<file path="src/rtl/mem_stage.sv">
// Memory pipeline stage: issues the data-cache access, holds upstream while the cache is busy,
// buffers a result completed under an external freeze, and registers the MEM/WB outputs.
module mem_stage #(
    parameter int BIT_W = 32,
    parameter int CNT_W = 16
) (
    input  logic               clk,
    input  logic               rst_n,
    input  logic [BIT_W-1:0]   alu_result_in,
    input  logic [BIT_W-1:0]   mem_wdata_in,
    input  logic [4:0]         rd_in,
    input  logic [BIT_W-1:0]   PC_step_in,
    input  logic               memrd_in,
    input  logic               memwr_in,
    input  logic               mem2reg_in,
    input  logic               regwr_in,
    input  logic               jump_in,
    input  logic               stall_in,
    output logic               dcache_ren,
    output logic               dcache_wen,
    output logic [BIT_W-3:0]   dcache_addr,
    output logic [BIT_W-1:0]   dcache_wdata,
    input  logic [BIT_W-1:0]   dcache_rdata,
    input  logic               dcache_stall,
    output logic               stall_o,
    output logic [BIT_W-1:0]   wb_data,
    output logic [4:0]         wb_rd,
    output logic               wb_regwr,
    output logic               fwd_valid_o,
    output logic [4:0]         fwd_rd_o,
    output logic [BIT_W-1:0]   fwd_data_o,
    output logic               misalign_o,
    output logic [CNT_W-1:0]   stall_cycles_o
);

    typedef enum logic [1:0] {
        ST_IDLE = 2'd0,
        ST_REQ  = 2'd1,
        ST_HOLD = 2'd2
    } state_t;

    state_t            r_state;
    state_t            w_state_nxt;

    logic              w_acc;
    logic              w_not_hold;
    logic              w_mem_req;
    logic              w_complete;
    logic              w_cache_stall;
    logic              w_misalign;
    logic [BIT_W-1:0]  w_wb_sel;

    logic [BIT_W-1:0]  r_load_buf;
    logic [BIT_W-1:0]  r_wb_data;
    logic [4:0]        r_wb_rd;
    logic              r_wb_regwr;
    logic              r_misalign;
    logic [CNT_W-1:0]  r_stall_cycles;

    // HOLD masks the request so an access finished under freeze is never issued twice
    assign w_acc         = memrd_in | memwr_in;
    assign w_not_hold    = (r_state != ST_HOLD);
    assign w_mem_req     = w_acc & w_not_hold;
    assign w_complete    = w_mem_req & ~dcache_stall;
    assign w_cache_stall = w_mem_req & dcache_stall;
    assign w_misalign    = (alu_result_in[1:0] != 2'b00);

    assign dcache_ren    = memrd_in & w_not_hold;
    assign dcache_wen    = memwr_in & w_not_hold;
    assign dcache_addr   = alu_result_in[BIT_W-1:2];
    assign dcache_wdata  = mem_wdata_in;
    assign stall_o       = w_cache_stall;

    // Loads are excluded: their data is not known until the cache answers
    assign fwd_valid_o   = regwr_in & ~mem2reg_in & (rd_in != 5'd0);
    assign fwd_rd_o      = rd_in;
    assign fwd_data_o    = jump_in ? PC_step_in : alu_result_in;

    assign wb_data        = r_wb_data;
    assign wb_rd          = r_wb_rd;
    assign wb_regwr       = r_wb_regwr;
    assign misalign_o     = r_misalign;
    assign stall_cycles_o = r_stall_cycles;

    // Access state register
    always_ff @(posedge clk) begin
        if (!rst_n) begin
            r_state <= ST_IDLE;
        end else begin
            r_state <= w_state_nxt;
        end
    end

    // Next-state logic for the outstanding / buffered access
    always_comb begin
        w_state_nxt = r_state;
        case (r_state)
            ST_IDLE: begin
                if (w_cache_stall) begin
                    w_state_nxt = ST_REQ;
                end else if (w_complete && stall_in) begin
                    w_state_nxt = ST_HOLD;
                end else begin
                    w_state_nxt = ST_IDLE;
                end
            end
            ST_REQ: begin
                if (w_complete) begin
                    w_state_nxt = stall_in ? ST_HOLD : ST_IDLE;
                end else begin
                    w_state_nxt = ST_REQ;
                end
            end
            ST_HOLD: begin
                if (!stall_in) begin
                    w_state_nxt = ST_IDLE;
                end else begin
                    w_state_nxt = ST_HOLD;
                end
            end
            default: begin
                w_state_nxt = ST_IDLE;
            end
        endcase
    end

    // Write-back data select; a buffered load wins over the live cache bus while in HOLD
    always_comb begin
        w_wb_sel = alu_result_in;
        if (mem2reg_in) begin
            w_wb_sel = (r_state == ST_HOLD) ? r_load_buf : dcache_rdata;
        end else if (jump_in) begin
            w_wb_sel = PC_step_in;
        end else begin
            w_wb_sel = alu_result_in;
        end
    end

    // Capture load data that completes while the pipeline is frozen
    always_ff @(posedge clk) begin
        if (!rst_n) begin
            r_load_buf <= {BIT_W{1'b0}};
        end else if (w_complete && stall_in) begin
            r_load_buf <= dcache_rdata;
        end
    end

    // MEM/WB pipeline register: hold on freeze, bubble on cache stall, else advance
    always_ff @(posedge clk) begin
        if (!rst_n) begin
            r_wb_data  <= {BIT_W{1'b0}};
            r_wb_rd    <= 5'd0;
            r_wb_regwr <= 1'b0;
        end else if (stall_in) begin
            r_wb_data  <= r_wb_data;
            r_wb_rd    <= r_wb_rd;
            r_wb_regwr <= r_wb_regwr;
        end else if (w_cache_stall) begin
            r_wb_regwr <= 1'b0;
        end else begin
            r_wb_data  <= w_wb_sel;
            r_wb_rd    <= rd_in;
            r_wb_regwr <= regwr_in & (rd_in != 5'd0);
        end
    end

    // One-cycle flag after a misaligned access completes
    always_ff @(posedge clk) begin
        if (!rst_n) begin
            r_misalign <= 1'b0;
        end else begin
            r_misalign <= w_complete & w_misalign;
        end
    end

    // Saturating count of cache-stall cycles
    always_ff @(posedge clk) begin
        if (!rst_n) begin
            r_stall_cycles <= {CNT_W{1'b0}};
        end else if (w_cache_stall && (r_stall_cycles != {CNT_W{1'b1}})) begin
            r_stall_cycles <= r_stall_cycles + {{(CNT_W-1){1'b0}}, 1'b1};
        end
    end

endmodule

</file>
<file path="config.mk">
export PLATFORM = sky130hd
export DESIGN_NAME = mem_stage
export DESIGN_NICKNAME = d
export VERILOG_FILES = /design/src/rtl/mem_stage.sv
export SDC_FILE = /design/constraint.sdc
export NUM_CORES = 1
export LEC_CHECK = 0
export CAP_MARGIN = 20
export CORE_AREA = 2 2 116 118
export CTS_CLUSTER_SIZE = 25
export DETAILED_ROUTE_END_ITERATION = 16
export DIE_AREA = 0 0 118 120
export MAX_ROUTING_LAYER = met4
export PLACE_DENSITY = 0.92
export SYNTH_ARGS = -nofsm -noshare
export SYNTH_HDL_FRONTEND = slang
export SYNTH_SLANG_ARGS = --single-unit
</file>
<file path="constraint.sdc">
create_clock -name clk -period 4.4 [get_ports clk]
set_input_delay 0.88 -clock clk [delete_from_list [all_inputs] [get_ports clk]]
set_output_delay 0.88 -clock clk [all_outputs]
set_load 0.005 [all_outputs]
</file>
==> results.yml <==
place:
  place_area_mm2: 0.00687
  dp_slack_ns: 0.880
  hpwl_um: 11500
  port_buffers: 235
  place_congestion: 0.855
timing:
  relSlewSlack_pct: 32.4
  period_share_pct: 80.4
  final_hold_viol_count: 0
  skew_ns: 0.00657
  tightest_slew_ns: 1.01
  slew_violations: 0
  finalWorstSetupSlack_ns: 0.864
  tns_ns: 0
  post-route-min-period_ns: 3.54
  timing.hold.ws_ns: 0.456
  rsz0062_at_grt: "false"
  setup_viol: 0
  fmax_mhz: 283
synth:
  yosys.cell_count.top_type: "nand2_1"
  ys_warn_count: 0
  synth_nets: 774
  synth_seq_area_share_pct: 36.5
  synth_cells: 631
  synth_edf_count: 0
  netlist_area_mm2: 0.00489
  synth-main-ff-cell: "dfxtp_1"
  synth_common_cells: "nand2_1 (171), dfxtp_1 (89), a21oi_1 (73), buf_4 (67), nor2_1 (41)"
  synth-async-reset-ratio_pct: 0
  ys_types: 39
  ys_ff_latch: 89
  yosysTopAreaCell: "dfxtp_1"
  synth_top_cell_area_share_pct: 36.5
  synth_area_leaders: "dfxtp_1 (36%), nand2_1 (13%), buf_4 (10%), a21oi_1 (7.5%), mux2_2 (7.4%)"
  syn_avg_cell_area_um2: 7.75
routing:
  first_iter_violations: 405
  routed_via_density: 5.31
  avgRoutedWirePerCell_um: 17.0
  drc: 0
  wl_um: 16300
  drt_pass1_iterations: 5
  vias: 5080
  ant_nets: 0
hold_path:
  min_to: "wb_data[27]$_SDFFE_PN0P_"
  min_from: "wb_data[27]$_SDFFE_PN0P_"
  hold_path_depth: 2
  hp-class: "reg2reg"
grt:
  grt_pass1_vias: 4784
  grt_start_max_net_pins: 65
  antenna_found_initial: 0
  grt_pass1_wl_um: 25400
  track_usage_pct: 23.0
  overflow: 0
cts:
  cts_tree: "built"
  ctsHtreeMaxLevel: 3
  cts_hold_buf: 0
  cts_max_path_buffers: 2
  clkTransAtPathRegs_ns: 0.06
  cts_resized: 0
  cts_made_buffers: 9
  clkSinkCount: 89
  cts_setup_buffers: 0
  cts_root_buffer: "clkbuf_16"
  clock_latency_ns: 0.34
critical_path:
  cp_slowest_stage_delay_ns: 0.47
  endpoint_kind: "output pin"
  critPathRequiredTime_ns: 3.52
  reg2reg_from: "r_state[1]$_SDFF_PN0_"
  cp.depth: 4
  startpoint_type: "primary input"
  crit_path_top_delay_cell: "clkdlybuf4s50_1"
  critPathTopFamily: "buffers and inverters"
  path_common_cell: "clkdlybuf4s50_1"
  critical_path_peak_fanout: 32
  rrSetupSlack_ns: 2.08
  ff2ff_path_depth: 5
  reg2reg_to: "wb_data[11]$_SDFFE_PN0P_"
  crit_chain: "clkdlybuf4s50_1, buf_4, mux2_2, clkdlybuf4s50_1"
  critPathKind: "in2out"
  arrival_ns: 2.66
  crit_buf_inv: 3
floorplanning:
  start_util_pct: 37.7
  io-pin-count: 300
  fp.dieW_um: 118
  placementRows: 42
  die-area_mm2: 0.0142
  die-height_um: 120
  core_mm2: 0.0130
job:
  maxCapViolCount: 0
run_status:
  status: "complete, no violations"
pwr:
  power_mw: 2.07
  vdd_drop_max_uv: 207
  p_per_area_mw_per_mm2: 289
  p_leak_nw: 2.54
layout:
  num-nets-final: 919
  final_area_mm2: 0.00715
  antennaDiodeCount: 0
  area_delta_synth_final_pct: 46.3
  drive_above_1_share_pct: 8.33
-- stage by stage --
step           instances  util [%]
3_3_place_gp         940      52.9
4_1_cts              956      55.1
6_report             956      55.1
3_5_place_dp         941      52.9
2_1_floorplan        631         -
5_1_grt              956      55.1
-- layout by cell type (no fill, tap or decap), types with 6 or more instances in the layout --
master	n
a21oi_1	73
a311o_1	32
buf_4	10
clkbuf_16	9
clkdlybuf4s50_1	234
dfxtp_1	89
mux2_2	32
mux2i_1	9
nand2_1	171
nand4_1	6
nor2_1	41
nor4_1	6
o21ai_0	6
or4_1	7
-- cells by family (layout without fill, tap and decap cells) --
group | after synthesis | after routing | share of synthesized area, %
flip-flops | 89 | 89 | 36.5
buffers and inverters | 116 | 265 | 14.5
adder cells (fa/ha/maj) | 1 | 1 | 0.256
AO/OA/AOI/OAI | 126 | 126 | 17.3
AND/OR/NAND/NOR | 258 | 258 | 22.3
multiplexers | 41 | 41 | 9.22
-- state kept, by name, summed over array words and instances (netlist names) --
| name | flops |
|---|---|
| wb_regwr | 1 |
| r_state | 2 |
| r_load_buf | 32 |
| misalign_o | 1 |
| wb_rd | 5 |
| wb_data | 32 |
| stall_cycles_o | 16 |
-- layer usage --
metal  GRT usage [%]  wire [µm]  vias to the layer above
met5               -          0                        -
met4            7.68        343                        0
met3            6.94       1270                       31
met2            40.2       8360                      235
met1            25.1       6320                     2416
li1                -          -                     2398
-- layout make-up --
| class | instances | area, µm² |
|---|---|---|
| clock inverters | 4 | 45.0 |
| inverters | 5 | 18.8 |
| clock buffers | 11 | 233 |
| multi-input cells | 426 | 2430 |
| well taps | 176 | 220 |
| repair buffers | 245 | 2420 |
| fillers | 1172 | 5830 |
| flip-flops and latches | 89 | 1780 |
-- worst register-to-register path, cell delays in order, from the launching register on --
cell     delay, ns
dfxtp_1       0.40
nor2b_4       0.85
o31ai_4       0.13
buf_4         0.31
a311o_1       0.41
a21oi_1       0.14
-- worst max path at each step --
stage	startpoint	to	slack, ns
floorplan	jump_in	fwd_data_o[10]	1.74
global placement	rd_in[0]	fwd_valid_o	0.91
global route	rd_in[0]	fwd_valid_o	0.75
CTS	jump_in	fwd_data_o[8]	0.88
finish	jump_in	fwd_data_o[20]	0.86
detailed placement	jump_in	fwd_data_o[8]	0.88
-- report_power, final --
group	total (mW)	internal (mW)	switching, mW
registers	0.866	0.845	0.0211
clock network	0.738	0.434	0.304
logic	0.465	0.271	0.193
(Power assumes the default switching activity.)
